===== src/rtl/branch_jump_unit.sv =====
// rtl/branch_jump_unit.sv - branch/jump resolution with optional return-address stack
module branch_jump_unit #(
    parameter int RAS_DEPTH  = 4,
    parameter int ENABLE_RAS = 1
) (
    input  logic                       clk,
    input  logic                       rst_n,
    input  logic                       req,
    input  logic [3:0]                 path_index,
    input  logic [31:0]                pc,
    input  logic [25:0]                addr,
    input  logic [15:0]                imm,
    input  logic                       zero,
    input  logic [31:0]                reg_addr,
    input  logic                       use_ras,
    input  logic                       clr_flags,
    output logic [31:0]                pc_out,
    output logic [31:0]                link_addr,
    output logic                       link_we,
    output logic                       taken,
    output logic                       jump_done,
    output logic                       addr_err,
    output logic [$clog2(RAS_DEPTH):0] ras_count,
    output logic                       ras_ovf,
    output logic                       ras_unf
);

    localparam int PW = $clog2(RAS_DEPTH);
    localparam int CW = PW + 1;
    localparam logic [CW-1:0] RAS_FULL = CW'(RAS_DEPTH);
    localparam logic RAS_ON = (ENABLE_RAS != 0);

    localparam logic [3:0] OP_BEQ = 4'd3;
    localparam logic [3:0] OP_BNE = 4'd4;
    localparam logic [3:0] OP_J   = 4'd5;
    localparam logic [3:0] OP_JAL = 4'd6;
    localparam logic [3:0] OP_JR  = 4'd8;

    // Circular buffer: ras_ptr_q points at the next free slot, so when full
    // it also points at the oldest entry and a push naturally overwrites it.
    logic [31:0]   ras_mem_q [RAS_DEPTH];
    logic [PW-1:0] ras_ptr_q, ras_ptr_d;
    logic [PW-1:0] ras_top_idx;
    logic [CW-1:0] ras_count_q, ras_count_d;
    logic          ras_ovf_q, ras_ovf_d;
    logic          ras_unf_q, ras_unf_d;

    logic [31:0]   pc_out_q, pc_out_d;
    logic [31:0]   link_addr_q, link_addr_d;
    logic          link_we_q, link_we_d;
    logic          taken_q, taken_d;
    logic          jump_done_q, jump_done_d;
    logic          addr_err_q, addr_err_d;

    logic [31:0]   pc4;
    logic [31:0]   br_off;
    logic [31:0]   jr_target;
    logic          push, pop, set_ovf, set_unf;

    // Resolve the request and work out the stack/flag side effects.
    always_comb begin
        pc4         = pc + 32'd4;
        br_off      = {{14{imm[15]}}, imm, 2'b00};
        ras_top_idx = ras_ptr_q - PW'(1);
        jr_target   = reg_addr;
        push        = 1'b0;
        pop         = 1'b0;
        set_ovf     = 1'b0;
        set_unf     = 1'b0;
        pc_out_d    = pc_out_q;
        link_addr_d = link_addr_q;
        taken_d     = taken_q;
        addr_err_d  = addr_err_q;
        link_we_d   = 1'b0;
        jump_done_d = 1'b0;
        ras_ptr_d   = ras_ptr_q;
        ras_count_d = ras_count_q;

        if (req) begin
            jump_done_d = 1'b1;
            addr_err_d  = 1'b0;
            taken_d     = 1'b0;
            pc_out_d    = pc4;
            case (path_index)
                OP_BEQ: if (zero) begin
                    pc_out_d = pc4 + br_off;
                    taken_d  = 1'b1;
                end
                OP_BNE: if (!zero) begin
                    pc_out_d = pc4 + br_off;
                    taken_d  = 1'b1;
                end
                OP_J: begin
                    pc_out_d = {pc4[31:28], addr, 2'b00};
                    taken_d  = 1'b1;
                end
                OP_JAL: begin
                    pc_out_d    = {pc4[31:28], addr, 2'b00};
                    taken_d     = 1'b1;
                    link_addr_d = pc4;
                    link_we_d   = 1'b1;
                    push        = RAS_ON;
                end
                OP_JR: begin
                    if (RAS_ON && use_ras) begin
                        if (ras_count_q != '0) begin
                            jr_target = ras_mem_q[ras_top_idx];
                            pop       = 1'b1;
                        end else begin
                            set_unf = 1'b1;
                        end
                    end
                    // A misaligned target falls through to the next instruction.
                    if (jr_target[1:0] != 2'b00) begin
                        addr_err_d = 1'b1;
                    end else begin
                        pc_out_d = jr_target;
                        taken_d  = 1'b1;
                    end
                end
                default: ;
            endcase
        end

        if (push) begin
            ras_ptr_d = ras_ptr_q + PW'(1);
            if (ras_count_q == RAS_FULL) begin
                set_ovf = 1'b1;
            end else begin
                ras_count_d = ras_count_q + CW'(1);
            end
        end
        if (pop) begin
            ras_ptr_d   = ras_top_idx;
            ras_count_d = ras_count_q - CW'(1);
        end

        // A new event wins over a simultaneous clear.
        ras_ovf_d = (ras_ovf_q & ~clr_flags) | set_ovf;
        ras_unf_d = (ras_unf_q & ~clr_flags) | set_unf;
    end

    // Output and control registers with synchronous reset.
    always_ff @(posedge clk) begin
        if (!rst_n) begin
            pc_out_q    <= '0;
            link_addr_q <= '0;
            link_we_q   <= 1'b0;
            taken_q     <= 1'b0;
            jump_done_q <= 1'b0;
            addr_err_q  <= 1'b0;
            ras_ptr_q   <= '0;
            ras_count_q <= '0;
            ras_ovf_q   <= 1'b0;
            ras_unf_q   <= 1'b0;
        end else begin
            pc_out_q    <= pc_out_d;
            link_addr_q <= link_addr_d;
            link_we_q   <= link_we_d;
            taken_q     <= taken_d;
            jump_done_q <= jump_done_d;
            addr_err_q  <= addr_err_d;
            ras_ptr_q   <= ras_ptr_d;
            ras_count_q <= ras_count_d;
            ras_ovf_q   <= ras_ovf_d;
            ras_unf_q   <= ras_unf_d;
        end
    end

    // Stack storage; contents are only meaningful below ras_count_q.
    always_ff @(posedge clk) begin
        if (rst_n && push) begin
            ras_mem_q[ras_ptr_q] <= pc4;
        end
    end

    assign pc_out    = pc_out_q;
    assign link_addr = link_addr_q;
    assign link_we   = link_we_q;
    assign taken     = taken_q;
    assign jump_done = jump_done_q;
    assign addr_err  = addr_err_q;
    assign ras_count = ras_count_q;
    assign ras_ovf   = ras_ovf_q;
    assign ras_unf   = ras_unf_q;

endmodule


===== config.mk =====
export PLATFORM = sky130hd
export DESIGN_NAME = branch_jump_unit
export DESIGN_NICKNAME = d
export VERILOG_FILES = /design/src/rtl/branch_jump_unit.sv
export SDC_FILE = /design/constraint.sdc
export NUM_CORES = 1
export LEC_CHECK = 0
export BUFFER_PORTS_ARGS = -buffer_cell sky130_fd_sc_hd__buf_2
export CAP_MARGIN = 20
export CORE_MARGIN = 1
export CORE_UTILIZATION = 50
export DETAILED_ROUTE_END_ITERATION = 7
export GPL_TIMING_DRIVEN = 0
export PLACE_DENSITY = 0.78
export SETUP_SLACK_MARGIN = 0.02
export SKIP_LAST_GASP = 1
export SYNTH_ARGS = -nofsm -noshare
export SYNTH_HDL_FRONTEND = slang
export SYNTH_SLANG_ARGS = --single-unit

===== constraint.sdc =====
create_clock -name clk -period 4.63 [get_ports clk]
set_input_delay 0.463 -clock clk [delete_from_list [all_inputs] [get_ports clk]]
set_output_delay 0.463 -clock clk [all_outputs]
set_load 0.02 [all_outputs]

==> results_dict.tcl <==
set metrics [dict create \
    drive_above_1_share_pct 23.1 \
    via_per_inst 6.05 \
    finalCritPeriodShare_pct 93.6 \
    drtPass1Iterations 5 \
    cts_htree_levels 1 \
    netlist_area_mm2 0.0106 \
    grt_antenna_before_repair 0 \
    placed_cells 1426 \
    hp-class "primary input to register" \
    final_cell_mix "buf_2, edfxtp_1, nor2_1, dfxtp_1, nand2_1" \
    grt_pass1_wl_um 48300 \
    maxCapViolations 0 \
    yosys.area.top_type "edfxtp_1" \
    clock_path_buffers 3 \
    status "completed" \
    initial_core_util_pct 51.7 \
    finalWorstSetupSlack_ns 0.298 \
    sw_frac_of_total_pct 26.6 \
    hold_path_end "ras_mem_q[3][0]$_DFFE_PP_" \
    synth-xor-area-share_pct 4.44 \
    crit_arrival_ns 4.71 \
    synth_top_family_by_area "simple AND/OR/NAND/NOR gates" \
    crit_fanout 7 \
    yosysWarnings 0 \
    synth_compound_area_share_pct 12.9 \
    final_cells 1464 \
    skew_ns 0.0156 \
    end_kind "register" \
    cts_buffers 21 \
    die_w_um 148 \
    net-switching-power_mw 1.15 \
    p_seq_share_pct 45.7 \
    regToRegEndpoint "pc_out[21]$_SDFFE_PN0P_" \
    async_reset_ff_share_pct 0 \
    ctsRootBufferMaster "clkbuf_16" \
    hold_viol 0 \
    pwr-share-comb_pct 14.8 \
    synthAdderAreaFrac_pct 4.97 \
    dp_hpwl_um 23500 \
    slew_viol_final 0 \
    timing.slew.headroom_pct 33.6 \
    layout_commonest_cell "buf_2" \
    slowest_stage "xnor2_1" \
    ir_drop_v 0.000209 \
    drtIter0Drc 859 \
    rsz0062_at_grt "no" \
    vias 8855 \
    synth_top_cell_area_share_pct 36.2 \
    antenna_left 0 \
    critical_path_required_ns 5.01 \
    fin_tns_setup_ns 0 \
    place_congestion 0.929 \
    tightest_slew_ns 0.989 \
    die_y_um 148 \
    synth_area_leaders "edfxtp_1, dfxtp_1, mux4_2" \
    rows 52 \
    path_cells "buf_2 -> ha_1 -> nand3_1 -> xnor2_1 -> ha_1 -> a21oi_1 -> nand3_1 -> a41oi_1 -> o21ai_0 -> o41ai_2 -> xnor2_1 -> a221oi_1 -> nor2_1" \
    min_path_cells 1 \
    worstHoldStart "pc[0]" \
    postCtsSetupBuffers 0 \
    wl_per_cell_um 22.0 \
    fin_nets 1336 \
    cts.clk_slew.worst_paths_ns 0.06 \
    pwr-share-clk_pct 39.5 \
    synthCells 971 \
    rrSetupSlack_ns 0.68 \
    first_global_vias 8456 \
    portBuffers 184 \
    core_area_mm2 0.0206 \
    avgSynthCellArea_um2 10.9 \
    place_ws_ns -0.0657 \
    start_kind "primary input" \
    cts_resized 0 \
    route.detailed.drc 0 \
    p_int_mw 3.17 \
    synthSimpleGateAreaFrac_pct 14.7 \
    synth_edf_count 128 \
    top_level_ports 189 \
    fmax_mhz 231 \
    cellPowerDensity_mw_per_mm2 343 \
    antennaDiodeCount 0 \
    area_growth_syn_to_layout_pct 18.4 \
    tritoncts "yes" \
    syn-num-nets 1128 \
    clock_sinks 203 \
    final_core_utilization_pct 61.2 \
    synthMuxAreaShare_pct 9.78 \
    timing.rr.start "ras_ptr_q[0]$_SDFFE_PN0P_" \
    drt-total-wl_um 32300 \
    yosysSeqAreaShare_pct 50.3 \
    nFillCells 1718 \
    synth-seq-cells 203 \
    reg2reg_depth 13 \
    critPathMaxStageDelay_ns 0.79 \
    grt_max_degree 33 \
    clock_latency_ns 0.51 \
    p_leak_nw 5.01 \
    worstSetupPathType "primary input to register" \
    setup-violations-final 0 \
    track_usage_pct 29.5 \
    synth_ff_type "edfxtp_1" \
    synth.distinct_cells 70 \
    die_area_mm2 0.0218 \
    grt_overflow 0 \
    hold_buffers 0 \
    period_needed_ns 4.33 \
]
==> worst max-delay path by stage <==
stage	cells past startpoint	start	end
final	13	pc[2]	pc_out[21]$_SDFFE_PN0P_
after global routing	13	pc[2]	pc_out[21]$_SDFFE_PN0P_
after CTS	13	pc[2]	pc_out[21]$_SDFFE_PN0P_
after detailed placement	13	pc[2]	pc_out[21]$_SDFFE_PN0P_
after global placement	16	pc[2]	pc_out[30]$_SDFFE_PN0P_
after floorplan	16	pc[2]	pc_out[31]$_SDFFE_PN0P_
==> cell usage after synthesis (3+ instances only) <==
master     number
o21ai_0        41
nor2_1        123
and2_1          4
o211ai_1       20
a211oi_1       11
nand2_1        68
xor2_1         16
buf_1           4
or3_1           6
nand3_1        23
ha_1           39
a21o_1         11
nand4_1        10
a221oi_1       17
xnor2_1        31
o21a_1          5
clkbuf_1       47
o221ai_1        3
mux2i_1        34
o31ai_1         5
a21oi_1        56
nor3_1         39
nor4_1          3
mux4_2         30
nor2b_1         4
and3_2          5
dfxtp_1        75
nand2b_1        9
a31oi_1         9
nand4_4         3
edfxtp_1      128
o22ai_1         5
inv_1          22
o2111ai_1       3
and3_1         17
==> through the flow <==
stage                     hold slack [ns]  instance area, um2  power (mW)
after floorplan                     0.502               10600        2.40
after global placement              0.449               11900        2.62
after detailed placement            0.446               11900        2.63
after CTS                           0.215               12600        4.31
final                               0.210               12600        4.31
after global routing                0.207               12600        4.44
==> registers in the layout, indices dropped and copies added (netlist names) <==
register	count
ras_mem_q	128
ras_unf	1
ras_count	3
pc_out	32
taken	1
addr_err	1
link_we	1
ras_ptr_q	2
jump_done	1
link_addr	32
ras_ovf	1
==> metal layers <==
metal  global-route usage [%]  vias up  routed length (um)
met1                     39.5     4234               12800
met2                     46.9      488               14900
li1                         -     4057                   -
met3                     6.30       76                3340
met4                     11.8        0                1200
met5                        0        -                   0
==> power by group through the flow <==
stage / Combinational [mW] / Sequential [mW] / Clock [mW]
6_report: 0.639 / 1.97 / 1.70
5_1_grt: 0.690 / 1.97 / 1.78
4_1_cts: 0.629 / 1.97 / 1.71
3_5_place_dp: 0.625 / 2.01 / 0
3_3_place_gp: 0.615 / 2.01 / 0
2_1_floorplan: 0.360 / 2.04 / 0
==> critical path: cells and delay by family <==
family / cells / cell delay [ns]
AND/OR/NAND/NOR: 3 / 0.44
adder cells (fa/ha/maj): 2 / 0.76
AO/OA/AOI/OAI: 5 / 1.84
XOR/XNOR: 2 / 1.00
buffers and inverters: 1 / 0.19
==> logic make-up (layout without fill, tap and decap cells) <==
group,count (synthesis),in the layout
AOI/OAI and AO/OA,209,209
xor gates and xnor gates,50,50
adders and majority gates,41,41
buffers and inverters,78,301
DFF,203,203
muxes,66,66
and+or+nand+nor,324,324
==> layout make-up <==
cell class / count / area [um2] / share of cell area (%)
inverters: 24 / 90.1 / 0.716
repair buffers: 185 / 926 / 7.36
plain buffers: 54 / 224 / 1.78
well taps: 270 / 338 / 2.69
clock buffers: 26 / 564 / 4.49
flip-flops and latches: 203 / 5350 / 42.5
multi-input cells: 690 / 4970 / 39.5
clock inverters: 12 / 121 / 0.965
(Power assumes the default switching activity.)
